==> src/rtl/alu_logic_pkg.sv <==
// Shared types for the iterative bitwise logic unit: op encodings and FSM states.
package alu_logic_pkg;

   typedef enum logic [2:0] {
      OP_AND  = 3'b000,
      OP_OR   = 3'b001,
      OP_XOR  = 3'b010,
      OP_XNOR = 3'b011,
      OP_NAND = 3'b100,
      OP_NOR  = 3'b101,
      OP_NOTA = 3'b110,
      OP_PASS = 3'b111
   } logic_op_e;

   typedef enum logic [1:0] {
      IDLE = 2'd0,
      BUSY = 2'd1,
      DONE = 2'd2
   } liu_state_e;

endpackage

==> src/rtl/logic_slice.sv <==
// Combinational CHUNK-bit slice: applies one bitwise op and counts the ones it produced.
module logic_slice
   import alu_logic_pkg::*;
#(
   parameter int unsigned CHUNK  = 4,
   parameter int unsigned ONES_W = $clog2(CHUNK + 1)
) (
   input  logic_op_e         op,
   input  logic [CHUNK-1:0]  a_chunk,
   input  logic [CHUNK-1:0]  b_chunk,
   output logic [CHUNK-1:0]  res_chunk,
   output logic [ONES_W-1:0] chunk_ones
);

   always_comb begin
      res_chunk = '0;
      unique case (op)
         OP_AND:  res_chunk = a_chunk & b_chunk;
         OP_OR:   res_chunk = a_chunk | b_chunk;
         OP_XOR:  res_chunk = a_chunk ^ b_chunk;
         OP_XNOR: res_chunk = ~(a_chunk ^ b_chunk);
         OP_NAND: res_chunk = ~(a_chunk & b_chunk);
         OP_NOR:  res_chunk = ~(a_chunk | b_chunk);
         OP_NOTA: res_chunk = ~a_chunk;
         OP_PASS: res_chunk = a_chunk;
         default: res_chunk = '0;
      endcase
   end

   always_comb begin
      chunk_ones = '0;
      for (int i = 0; i < int'(CHUNK); i++) begin
         chunk_ones = chunk_ones + ONES_W'(res_chunk[i]);
      end
   end

endmodule

==> src/rtl/logic_unit_iter.sv <==
// Iterative bitwise logic unit: evaluates one op CHUNK bits per cycle, LSB chunk first,
// accumulating zero/parity/popcount flags, with valid/ready on both sides.
module logic_unit_iter
   import alu_logic_pkg::*;
#(
   parameter int unsigned WIDTH = 8,
   parameter int unsigned CHUNK = 4
) (
   input  logic                           clk,
   input  logic                           rst_n,
   input  logic                           in_valid,
   output logic                           in_ready,
   input  logic [2:0]                     op,
   input  logic [WIDTH-1:0]               a,
   input  logic [WIDTH-1:0]               b,
   output logic                           out_valid,
   input  logic                           out_ready,
   output logic [WIDTH-1:0]               result,
   output logic                           zero,
   output logic                           parity,
   output logic [$clog2(WIDTH+1)-1:0]     popcnt
);

   localparam int unsigned NCHUNK = WIDTH / CHUNK;
   localparam int unsigned CNT_W  = $clog2(WIDTH + 1);
   localparam int unsigned ONES_W = $clog2(CHUNK + 1);
   localparam int unsigned K_W    = (NCHUNK > 1) ? $clog2(NCHUNK) : 1;

   if (CHUNK < 1) begin : g_bad_chunk
      $error("logic_unit_iter: CHUNK must be at least 1");
   end else if ((WIDTH % CHUNK) != 0) begin : g_bad_width
      $error("logic_unit_iter: WIDTH must be a multiple of CHUNK");
   end

   liu_state_e        state_q, state_d;
   logic_op_e         op_q;
   logic [WIDTH-1:0]  a_q, b_q;
   logic [K_W-1:0]    k_q;
   logic              accept_c, step_c, last_c, release_c;
   logic [CHUNK-1:0]  res_chunk;
   logic [ONES_W-1:0] chunk_ones;
   logic [CNT_W-1:0]  pop_nxt;

   assign in_ready = (state_q == IDLE);
   assign last_c   = (k_q == K_W'(NCHUNK - 1));
   assign pop_nxt  = popcnt + CNT_W'(chunk_ones);

   logic_slice #(.CHUNK(CHUNK), .ONES_W(ONES_W)) u_slice (
      .op         (op_q),
      .a_chunk    (a_q[k_q*CHUNK +: CHUNK]),
      .b_chunk    (b_q[k_q*CHUNK +: CHUNK]),
      .res_chunk  (res_chunk),
      .chunk_ones (chunk_ones)
   );

   always_ff @(posedge clk or negedge rst_n) begin
      if (!rst_n) state_q <= IDLE;
      else        state_q <= state_d;
   end

   // Next state plus the per-cycle datapath enables.
   always_comb begin
      state_d   = state_q;
      accept_c  = 1'b0;
      step_c    = 1'b0;
      release_c = 1'b0;
      unique case (state_q)
         IDLE: begin
            if (in_valid) begin
               accept_c = 1'b1;
               state_d  = BUSY;
            end
         end
         BUSY: begin
            step_c = 1'b1;
            if (last_c) state_d = DONE;
         end
         DONE: begin
            if (out_ready) begin
               release_c = 1'b1;
               state_d   = IDLE;
            end
         end
         default: state_d = IDLE;
      endcase
   end

   always_ff @(posedge clk or negedge rst_n) begin
      if (!rst_n) begin
         op_q      <= OP_AND;
         a_q       <= '0;
         b_q       <= '0;
         k_q       <= '0;
         result    <= '0;
         popcnt    <= '0;
         parity    <= 1'b0;
         zero      <= 1'b0;
         out_valid <= 1'b0;
      end else if (accept_c) begin
         op_q   <= logic_op_e'(op);
         a_q    <= a;
         b_q    <= b;
         k_q    <= '0;
         result <= '0;
         popcnt <= '0;
         parity <= 1'b0;
         zero   <= 1'b0;
      end else if (step_c) begin
         result[k_q*CHUNK +: CHUNK] <= res_chunk;
         popcnt <= pop_nxt;
         parity <= parity ^ (^res_chunk);
         k_q    <= K_W'(k_q + 1'b1);
         if (last_c) begin
            out_valid <= 1'b1;
            zero      <= (pop_nxt == '0);
         end
      end else if (release_c) begin
         out_valid <= 1'b0;
      end
   end

endmodule

==> config.mk <==
export PLATFORM = sky130hd
export DESIGN_NAME = logic_unit_iter
export DESIGN_NICKNAME = d
export VERILOG_FILES = /design/src/rtl/alu_logic_pkg.sv /design/src/rtl/logic_slice.sv /design/src/rtl/logic_unit_iter.sv
export SDC_FILE = /design/constraint.sdc
export NUM_CORES = 1
export LEC_CHECK = 0
export CAP_MARGIN = 30
export CORE_ASPECT_RATIO = 0.9
export CORE_MARGIN = 2
export CORE_UTILIZATION = 63
export DETAILED_ROUTE_END_ITERATION = 7
export DONT_BUFFER_PORTS = 1
export HOLD_SLACK_MARGIN = 0.03
export PLACE_DENSITY = 0.79
export SYNTH_ARGS = -nofsm -noshare
export SYNTH_HDL_FRONTEND = slang
export SYNTH_SLANG_ARGS = --single-unit
==> constraint.sdc <==
create_clock -name clk -period 4.5 [get_ports clk]
set_clock_uncertainty 0.1 [all_clocks]
set_input_delay 0.675 -clock clk [delete_from_list [all_inputs] [get_ports clk]]
set_output_delay 0.675 -clock clk [all_outputs]
set_load 0.005 [all_outputs]
Yosys cells after proc, flatten, opt, wreduce, memory -nomap -nowiden
Cells that the tools add are included.
{"block": "word_totals", "word_cells": 77, "in_bits": 23, "reg_bits": 37, "out_inout_bits": 16}
{"block": "classes", "n_eq_ne": 13, "reduce_logical": 10, "mux": 25, "n_shift": 4, "bitwise": 9, "add_sub_neg": 6}
{"operator": "$neg A3 Y34", "n": 1}
{"operator": "$shift A4 B34 Y8 const A", "n": 1}
{"operator": "$shiftx A4 B34 Y8", "n": 1}
{"operator": "$pmux W4 S8", "n": 1}
{"operator": "$mux W8", "n": 2}
{"operator": "$not A4 Y4", "n": 4}
{"operator": "$shiftx A8 B4 Y4", "n": 2}
{"operator": "$mux W1", "n": 15}
{"operator": "$eq A3 B3 Y1 const B", "n": 4}
{"operator": "$bwmux W8", "n": 1}
{"operator": "$mux W4", "n": 2}
{"operator": "$ne A2 B2 Y1 const B", "n": 4}
{"operator": "$add A3 B1 Y3", "n": 2}
{"operator": "$eq A3 B2 Y1 const B", "n": 2}
{"operator": "$mux W2", "n": 3}
{"operator": "$pmux W2 S3", "n": 1}
{"operator": "$reduce_and A3 Y1", "n": 2}
{"operator": "$reduce_bool A2 Y1", "n": 3}
{"operator": "$add A4 B3 Y4", "n": 1}
{"operator": "$and A4 B4 Y4", "n": 1}
{"operator": "$logic_not A4 Y1", "n": 1}
{"operator": "$or A4 B4 Y4", "n": 1}
{"operator": "$reduce_xor A4 Y1", "n": 1}
{"operator": "$xor A4 B4 Y4", "n": 1}
{"operator": "10 further kinds", "n": 10}

Longest topological paths before layout
Gate-level depths: netlist of run 1.
{"block": "depth", "word_depth": 12, "depth_mapped": 19, "depth_no_buf": 17}

By module
From an unflattened synthesis of run 1, not the netlist that was laid out.
{"block": "hier_totals", "hier_cells": 190, "hier_area_um2": 2154.6}
{"module": "logic_unit_iter", "cells_each": 132, "seq_area_each_um2": 925.9, "area_per_inst_um2": 1690.4, "instances": 1}
{"module": "logic_slice", "cells_each": 58, "seq_area_each_um2": 0.0, "area_per_inst_um2": 464.2, "instances": 1}

Worst setup path after synthesis of run 1
OpenSTA, ideal clock, no wires.
{"block": "synth_path", "path_type": "reg-to-reg", "start": "reg k_q", "end": "reg zero", "setup_ns": 0.076, "required_time_ns": 4.324, "period_less_slack_ns": 3.988, "t_arrival_ns": 3.811, "n_path_buf": 2, "setup_slack_ns": 0.512, "path_stages_with_launch": 17, "cell_sequence": "dfrtp_1 -> buf_4 -> buf_4 -> mux2i_1 -> ha_1 -> nand2b_1 -> a21o_1 -> a31oi_1 -> nor2_1 -> ha_1 -> inv_1 -> fa_1 -> inv_1 -> ha_1 -> fa_1 -> or4_1 -> o21ai_1"}
{"block": "synth_via", "elab_chain_len": 12, "elab_cells_between_ends": 20, "classes_between": "add/sub (4); shift (2); mux (4); bitwise (7); reduce/logical (3)"}
{"element": "start, declared", "line": "logic_unit_iter.sv:38", "source": "logic [K_W-1:0] k_q;"}
{"element": "start signal, assigned", "line": "logic_unit_iter.sv:112", "source": "k_q <= K_W'(k_q + 1'b1);"}
{"element": "$shiftx A8 B4 Y4, on equally long branches", "line": "logic_unit_iter.sv:50, logic_unit_iter.sv:51"}
{"element": "$or A4 B4 Y4 (tied with other cells)", "line": "logic_slice.sv:19, logic_slice.sv:23"}
{"element": "$not A4 Y4, on equally long branches", "line": "logic_slice.sv:23, logic_slice.sv:21, logic_slice.sv:22"}
{"element": "$pmux W4 S8", "line": "logic_slice.sv:17", "source": "unique case (op)"}
{"element": "$add A1 B1 Y2", "line": "logic_slice.sv:33", "source": "chunk_ones = chunk_ones + ONES_W'(res_chunk[i]);"}
{"element": "$add A3 B1 Y3 (2 in series)", "line": "logic_slice.sv:33"}
{"element": "$add A4 B3 Y4", "line": "logic_unit_iter.sv:46", "source": "assign pop_nxt = popcnt + CNT_W'(chunk_ones);"}
{"element": "$logic_not A4 Y1", "line": "logic_unit_iter.sv:115", "source": "zero <= (pop_nxt == '0);"}
{"element": "$mux W1", "line": "logic_unit_iter.sv:113", "source": "if (last_c) begin"}
{"element": "$mux W1", "line": "logic_unit_iter.sv:108", "source": "end else if (step_c) begin"}
{"element": "$mux W1", "line": "logic_unit_iter.sv:99", "source": "end else if (accept_c) begin"}
{"element": "end signal, assigned", "line": "logic_unit_iter.sv:115"}
{"element": "end, declared", "line": "logic_unit_iter.sv:19", "source": "output logic zero,"}
Several ways; a longest one is shown, not always the timed one. The select of a mux whose other input is x is not followed.
A chain may end at the register's enable or synchronous reset.

Worst setup path in the final report of run 1
Ends and elaborated chain as after synthesis.

==> results of run 1 <==
-- layer usage --
layer	global-route usage, %	vias to the layer above	share of wire [%]
met5	0	-	0
met4	14.3	0	2.8
met3	7.53	15	5.9
met2	37.2	53	52
met1	27.7	713	40
li1	-	695	-
-- sequential cells by signal (all words and copies together), names as in the netlist --
| signal | count |
|---|---|
| state_q | 2 |
| k_q | 1 |
| op_q | 3 |
| parity | 1 |
| zero | 1 |
| result | 8 |
| out_valid | 1 |
| popcnt | 4 |
| b_q | 8 |
| a_q | 8 |
-- stage by stage --
step,util (%),instances,hold WS [ps],cell area [um^2]
floorplan,-,200,279,2170
global placement,65.5,236,280,2180
detailed placement,65.5,236,280,2180
CTS,68.7,244,114,2290
global route,70.9,246,118,2360
finish,70.9,246,108,2360
-- logic make-up after synthesis --
group | share of synthesized area, %
AO/OA/AOI/OAI | 11.6
XOR/XNOR | 0.808
multiplexers | 16.1
buffers and inverters | 5.54
AND/OR/NAND/NOR | 13.9
flip-flops | 42.7
adder cells (fa/ha/maj) | 9.35
-- worst max path at each step --
stage / to / from / cells after the start / slack, ps
3_5_place_dp: zero$_DFFE_PN0P_ / k_q$_DFFE_PN0P_ / 16 / 120
3_3_place_gp: zero$_DFFE_PN0P_ / k_q$_DFFE_PN0P_ / 14 / 320
4_1_cts: zero$_DFFE_PN0P_ / k_q$_DFFE_PN0P_ / 16 / 90
2_1_floorplan: zero$_DFFE_PN0P_ / k_q$_DFFE_PN0P_ / 16 / 510
5_1_grt: zero$_DFFE_PN0P_ / k_q$_DFFE_PN0P_ / 16 / -40
6_report: zero$_DFFE_PN0P_ / k_q$_DFFE_PN0P_ / 16 / 180
-- worst register-to-register path, delay by kind of cell, from the launching register on --
kind | cells | cell delay [ps]
fa+ha+maj | 5 | 1730
simple gates | 3 | 670
compound gates | 3 | 550
flops | 1 | 490
buf+inv | 3 | 270
mux | 1 | 250
xor+xnor | 1 | 200
-- layout make-up --
type                            count  area share (%)
Multi-Input combinational cell    139            49.3
Timing Repair Buffer                6            3.29
Inverter                           13            2.07
Clock buffer                        7            3.66
Tap cell                           44            2.33
Sequential cell                    37            39.3
-- what timing repair did --
action                                 CTS  global route
hold buffers                             1             0
endpoints found under the hold margin   37             0
setup endpoints to repair                0             1
buffers inserted                         0             2
resized for setup                        0            10
-- layout by cell type (no fill, tap or decap), drive strengths merged, types with 4 or more instances in the layout --
cell type / netlist / routed
nor2: 8 / 8
ha: 13 / 13
clkbuf: 0 / 7
nand2b: 4 / 4
nor2b: 5 / 5
dfrtp: 37 / 37
buf: 11 / 6
a22o: 6 / 6
a21oi: 4 / 4
nand2: 16 / 16
a21o: 6 / 6
o31ai: 6 / 6
mux2: 20 / 20
nor3b: 4 / 4
mux2i: 12 / 12
inv: 13 / 13
o21ai: 11 / 11
==> run summary, run 1 <==
====================================================================================
Top post-synthesis cells by count                                       dfrtp_1, mux2_2, nand2_1
Post-DP HPWL                                                                 3140 um
Clock Tree Buf Depth                                                               2
Synthesized instance count                                                       200
Wire length of the first global-routing pass                                 6740 um
Filler cells                                                                     223
Number of vias after detailed routing                                          1,476
Critical path required time                                                  4630 ps
Worst-path clk slew                                                            70 ps
Total track usage                                                              23.4%
Setup_tns                                                                       0 ps
Total wire length                                                            4400 um
Starting density of the core                                                   65.2%
Share of the clock period used by the worst path after layout                  95.9%
Cell occurring most often along the worst timing path                           ha_1
CTS sink cnt                                                                      37
Post-synthesis sequential area ratio                                           42.7%
Count of nets after finishing                                                    240
Final worst slack                                                             183 ps
Number of antenna violations at the first check in global routing                  0
Category of the worst setup path capture point                                  flop
Cell taking the most area after synthesis                                    dfrtp_1
Terminus of the critical flop-to-flop path                              zero$_DFFE_PN0P_
Predominant post-synthesis flop cell                                         dfrtp_1
Number of global-route vias before repair                                      1,449
Per-cell via count in the routed design                                         6.00
Drt pass-1 iters                                                                   4
Height of the die                                                            59.7 um
R2r startpoint                                                          k_q$_DFFE_PN0P_
Weighted congestion at the end of routability-driven global placement          0.810
Latest clock arrival within the worst-skew pair                               290 ps
Hold Crit Class                                                          in -> async
Max Cap Viol                                                                       0
Proportion of synthesized flip-flops having asynchronous set or reset           100%
Time the final worst path needs with I/O delays and setup                    4320 ps
Share of the synthesized area in the top cell type                             42.7%
Number of storage elements in the synthesis netlist                               37
Total count of max-transition violations in the final report                       0
Number of setup violations in the final report                                     0
Total number of yosys warnings                                                     0
Pre-CTS setup slack                                                           116 ps
Area growth from synthesis to layout                                           8.77%
Cell variety after synth                                                          39
Critical path buffer and inverter count                                            3
Clock tree from TritonCTS                                                        yes
Synthesized area                                                        0.00217 mm^2
Library cell used as clock root buffer                                      clkbuf_8
Tightest Pin Transition                                                       583 ps
Slowest CP cell                                                                 fa_1
Synthesized area divided by synthesized cell count                         10.8 um^2
Antenna-violating nets left                                                        0
Most area-consuming cells after synthesis                               dfrtp_1, mux2_2, ha_1, mux2i_1, nand2_1
Layout cell share with drive strength beyond 1                                 21.8%
# H-tree levels                                                                    2
Routed len/inst                                                              17.9 um
Placeable Area                                                          0.00333 mm^2
Synthesized net count                                                            238
Number of buffers inserted by port buffering                                       0
Total DRC errors in the routed layout                                              0
Critical path class                                                       reg -> reg
Critical path's top delay family                                         adder cells
Critical path peak fanout                                                          6
Depth of the worst register-to-register path                                      16
Type of origin of the critical path                                             flop
Area enclosed by the die boundary                                       0.00393 mm^2
Slew HR                                                                        61.1%
Remaining global-route overflow                                                    0
Number of buffers created by CTS                                                   5
Count of flip-flops with a built-in enable after synthesis                         0
Final hold viol count                                                              0
Crit path arrival time                                                       4440 ps
I/O Pins                                                                          39
Violation count after the first detailed-routing iteration                       111
Biggest cell delay along the critical path                                    540 ps
Area occupied by multi-input gates                                      0.00116 mm^2
Number of inserted diodes                                                          0
Pin count of the biggest net entering global routing                              38
CP Cell Sequence                                                        buf_8, mux2i_2, ha_1, nand2b_1, a21o_1, a31oi_2, nor2_1, ha_1, inv_1, fa_1, inv_1, ha_1, fa_1, xor2_1, or4_1, o21ai_1
Highest attainable clock frequency                                           232 MHz
Outcome                                                                 finished clean
Chip Width                                                                   65.8 um
Placement Rows                                                                    20
Combined flip-flop and latch cell area                                      927 um^2
Most repeated cell in the gate-level netlist after synthesis                 dfrtp_1
Worst reg2reg setup slack                                                     180 ps
====================================================================================
Power of run 1 is not shown: default switching activity piles up to over one toggle a cycle in this logic, so the estimate is an artifact.
==> run 2: changes to the inputs <==
Settings changed: RECOVER_POWER set to 25.
==> run summary, run 2 (synthesis results as in run 1) <==
=====================================================================================
Outcome                                                                  finished with violations
Violations in the final reports                                          max-capacitance violations, max-slew violations
Worst-path clk slew                                                             70 ps   about the same
Pin count of the biggest net entering global routing                               38   unchanged
Critical path required time                                                   4630 ps   about the same
# H-tree levels                                                                     2   unchanged
Cells on Worst Hold Path                                                            1
Number of vias after detailed routing                                           1,482   +0.41%
Number of inserted diodes                                                           0   unchanged
Clock Tree Buf Depth                                                                2   unchanged
Starting density of the core                                                    65.2%   unchanged
DP Cell Count                                                                     236   unchanged
Tightest Pin Transition                                                       1880 ps   +1300 ps
Antenna-violating nets left                                                         0   unchanged
Max Cap Viol                                                                        1   +1
Per-cell via count in the routed design                                          6.02   +0.41%
Final instance count without filler cells                                         246   unchanged
Slew HR                                                                        -25.3%   -86 points
Final worst slack                                                              182 ps   -0.885 ps
Placeable Area                                                           0.00333 mm^2   unchanged
Post-placement cell area                                                 0.00218 mm^2   unchanged
Area occupied by multi-input gates                                       0.00116 mm^2   unchanged
Sink of the worst hold path                                              b_q[2]$_DFFE_PN0P_
Number of setup violations in the final report                                      0   unchanged
Clock tree from TritonCTS                                                         yes
Combined flip-flop and latch cell area                                       927 um^2   unchanged
Number of buffers created by CTS                                                    5   unchanged
Drt pass-1 iters                                                                    4   unchanged
Number of antenna violations at the first check in global routing                   0   unchanged
Final hold viol count                                                               0   unchanged
Total count of max-transition violations in the final report                       38   +38
Top flop regs                                                            a_q (8), b_q (8), result (8)
Latest clock arrival within the worst-skew pair                                290 ps   about the same
R2r startpoint                                                           k_q$_DFFE_PN0P_
Area growth from synthesis to layout                                            8.02%
I/O Pins                                                                           39   unchanged
CTS sink cnt                                                                       37   unchanged
Chip Width                                                                    65.8 um   unchanged
Remaining global-route overflow                                                     0   unchanged
Terminus of the critical flop-to-flop path                               zero$_DFFE_PN0P_
Total DRC errors in the routed layout                                               0   unchanged
Hold Crit Class                                                            reg -> reg
Time the final worst path needs with I/O delays and setup                     4320 ps   +0.885 ps
Routed len/inst                                                               17.8 um   -0.39%
Wire length of the first global-routing pass                                  6740 um   unchanged
Depth of the worst register-to-register path                                       16   unchanged
Crit path arrival time                                                        4440 ps   about the same
Library cell used as clock root buffer                                       clkbuf_8
Critical path class                                                        reg -> reg
Type of origin of the critical path                                              flop
Category of the worst setup path capture point                                   flop
Critical path peak fanout                                                           6   unchanged
Total wire length                                                             4380 um   -0.39%
Violation count after the first detailed-routing iteration                        111   unchanged
Commonest non-fill, non-tap cells in the layout                          dfrtp_1, mux2_2, nand2_1
Placement Rows                                                                     20   unchanged
Worst min-delay path startpoint                                          b_q[2]$_DFFE_PN0P_
Pre-CTS setup slack                                                            116 ps   unchanged
Area enclosed by the die boundary                                        0.00393 mm^2   unchanged
Layout cell share with drive strength beyond 1                                  21.3%   -0.50 points
Highest attainable clock frequency                                            232 MHz   about the same
Post-DP HPWL                                                                  3140 um   unchanged
Number of global-route vias before repair                                       1,449   unchanged
Count of nets after finishing                                                     240   unchanged
Number of buffers inserted by port buffering                                        0   unchanged
Filler cells                                                                      226   +1.3%
Worst reg2reg setup slack                                                      180 ps   about the same
Height of the die                                                             59.7 um   unchanged
Weighted congestion at the end of routability-driven global placement           0.810   unchanged
Final std cell area, no fill                                             0.00234 mm^2   -0.69%
Most frequent standard cell in the layout excluding fill and tap cells        dfrtp_1
Share of the clock period used by the worst path after layout                   95.9%   about the same
Total track usage                                                               23.4%   unchanged
=====================================================================================
## run 2: through the flow
stage	hold slack, ps	util [%]	TNS (ps)
after detailed placement	280	65.5	0
after CTS	114	68.7	0
after floorplan	279	-	0
after global routing	424	70.4	-35.3
after global placement	280	65.5	0
final	408	70.4	0
## run 2: layer usage
metal	wire length [um]	track usage, %	up-vias	part of all wire [%]
met5	0	0	-	0
met4	120	14.3	0	2.7
met3	269	7.53	15	6.1
met2	2310	37.2	51	53
met1	1690	27.7	720	38
li1	-	-	696	-
## run 2: worst max-delay path, stage by stage (launching register included)
cell and delay (ps):
dfrtp_2 490, buf_8 150, mux2i_2 250, ha_1 280
nand2b_1 160, a21o_1 210, a31oi_2 220, nor2_1 100
ha_1 300, inv_1 60, fa_1 540, inv_1 60
ha_1 210, fa_1 400, xor2_1 190, or4_1 410
o21ai_1 120
## run 2: worst max path at each step
stage | from | endpoint | cells past startpoint
after floorplan | k_q$_DFFE_PN0P_ | zero$_DFFE_PN0P_ | 16
after global placement | k_q$_DFFE_PN0P_ | zero$_DFFE_PN0P_ | 14
after detailed placement | k_q$_DFFE_PN0P_ | zero$_DFFE_PN0P_ | 16
after CTS | k_q$_DFFE_PN0P_ | zero$_DFFE_PN0P_ | 16
after global routing | k_q$_DFFE_PN0P_ | zero$_DFFE_PN0P_ | 16
final | k_q$_DFFE_PN0P_ | zero$_DFFE_PN0P_ | 16
## run 2: final cells by class
cell class	count	share of cell area, %
sequential	37	39.6
timing repair buffer	6	2.62
multi-input combinational	139	49.7
clock buffer	7	3.69
tap	44	2.35
inverter	13	2.08
## run 2: repair_timing
item,4_1_cts,5_1_grt
setup endpoints to repair,0,1
hold buffers,1,0
buffers inserted,0,2
resized for setup,0,10
endpoints found under the hold margin,37,0
Power of run 2 is left out for the same reason.
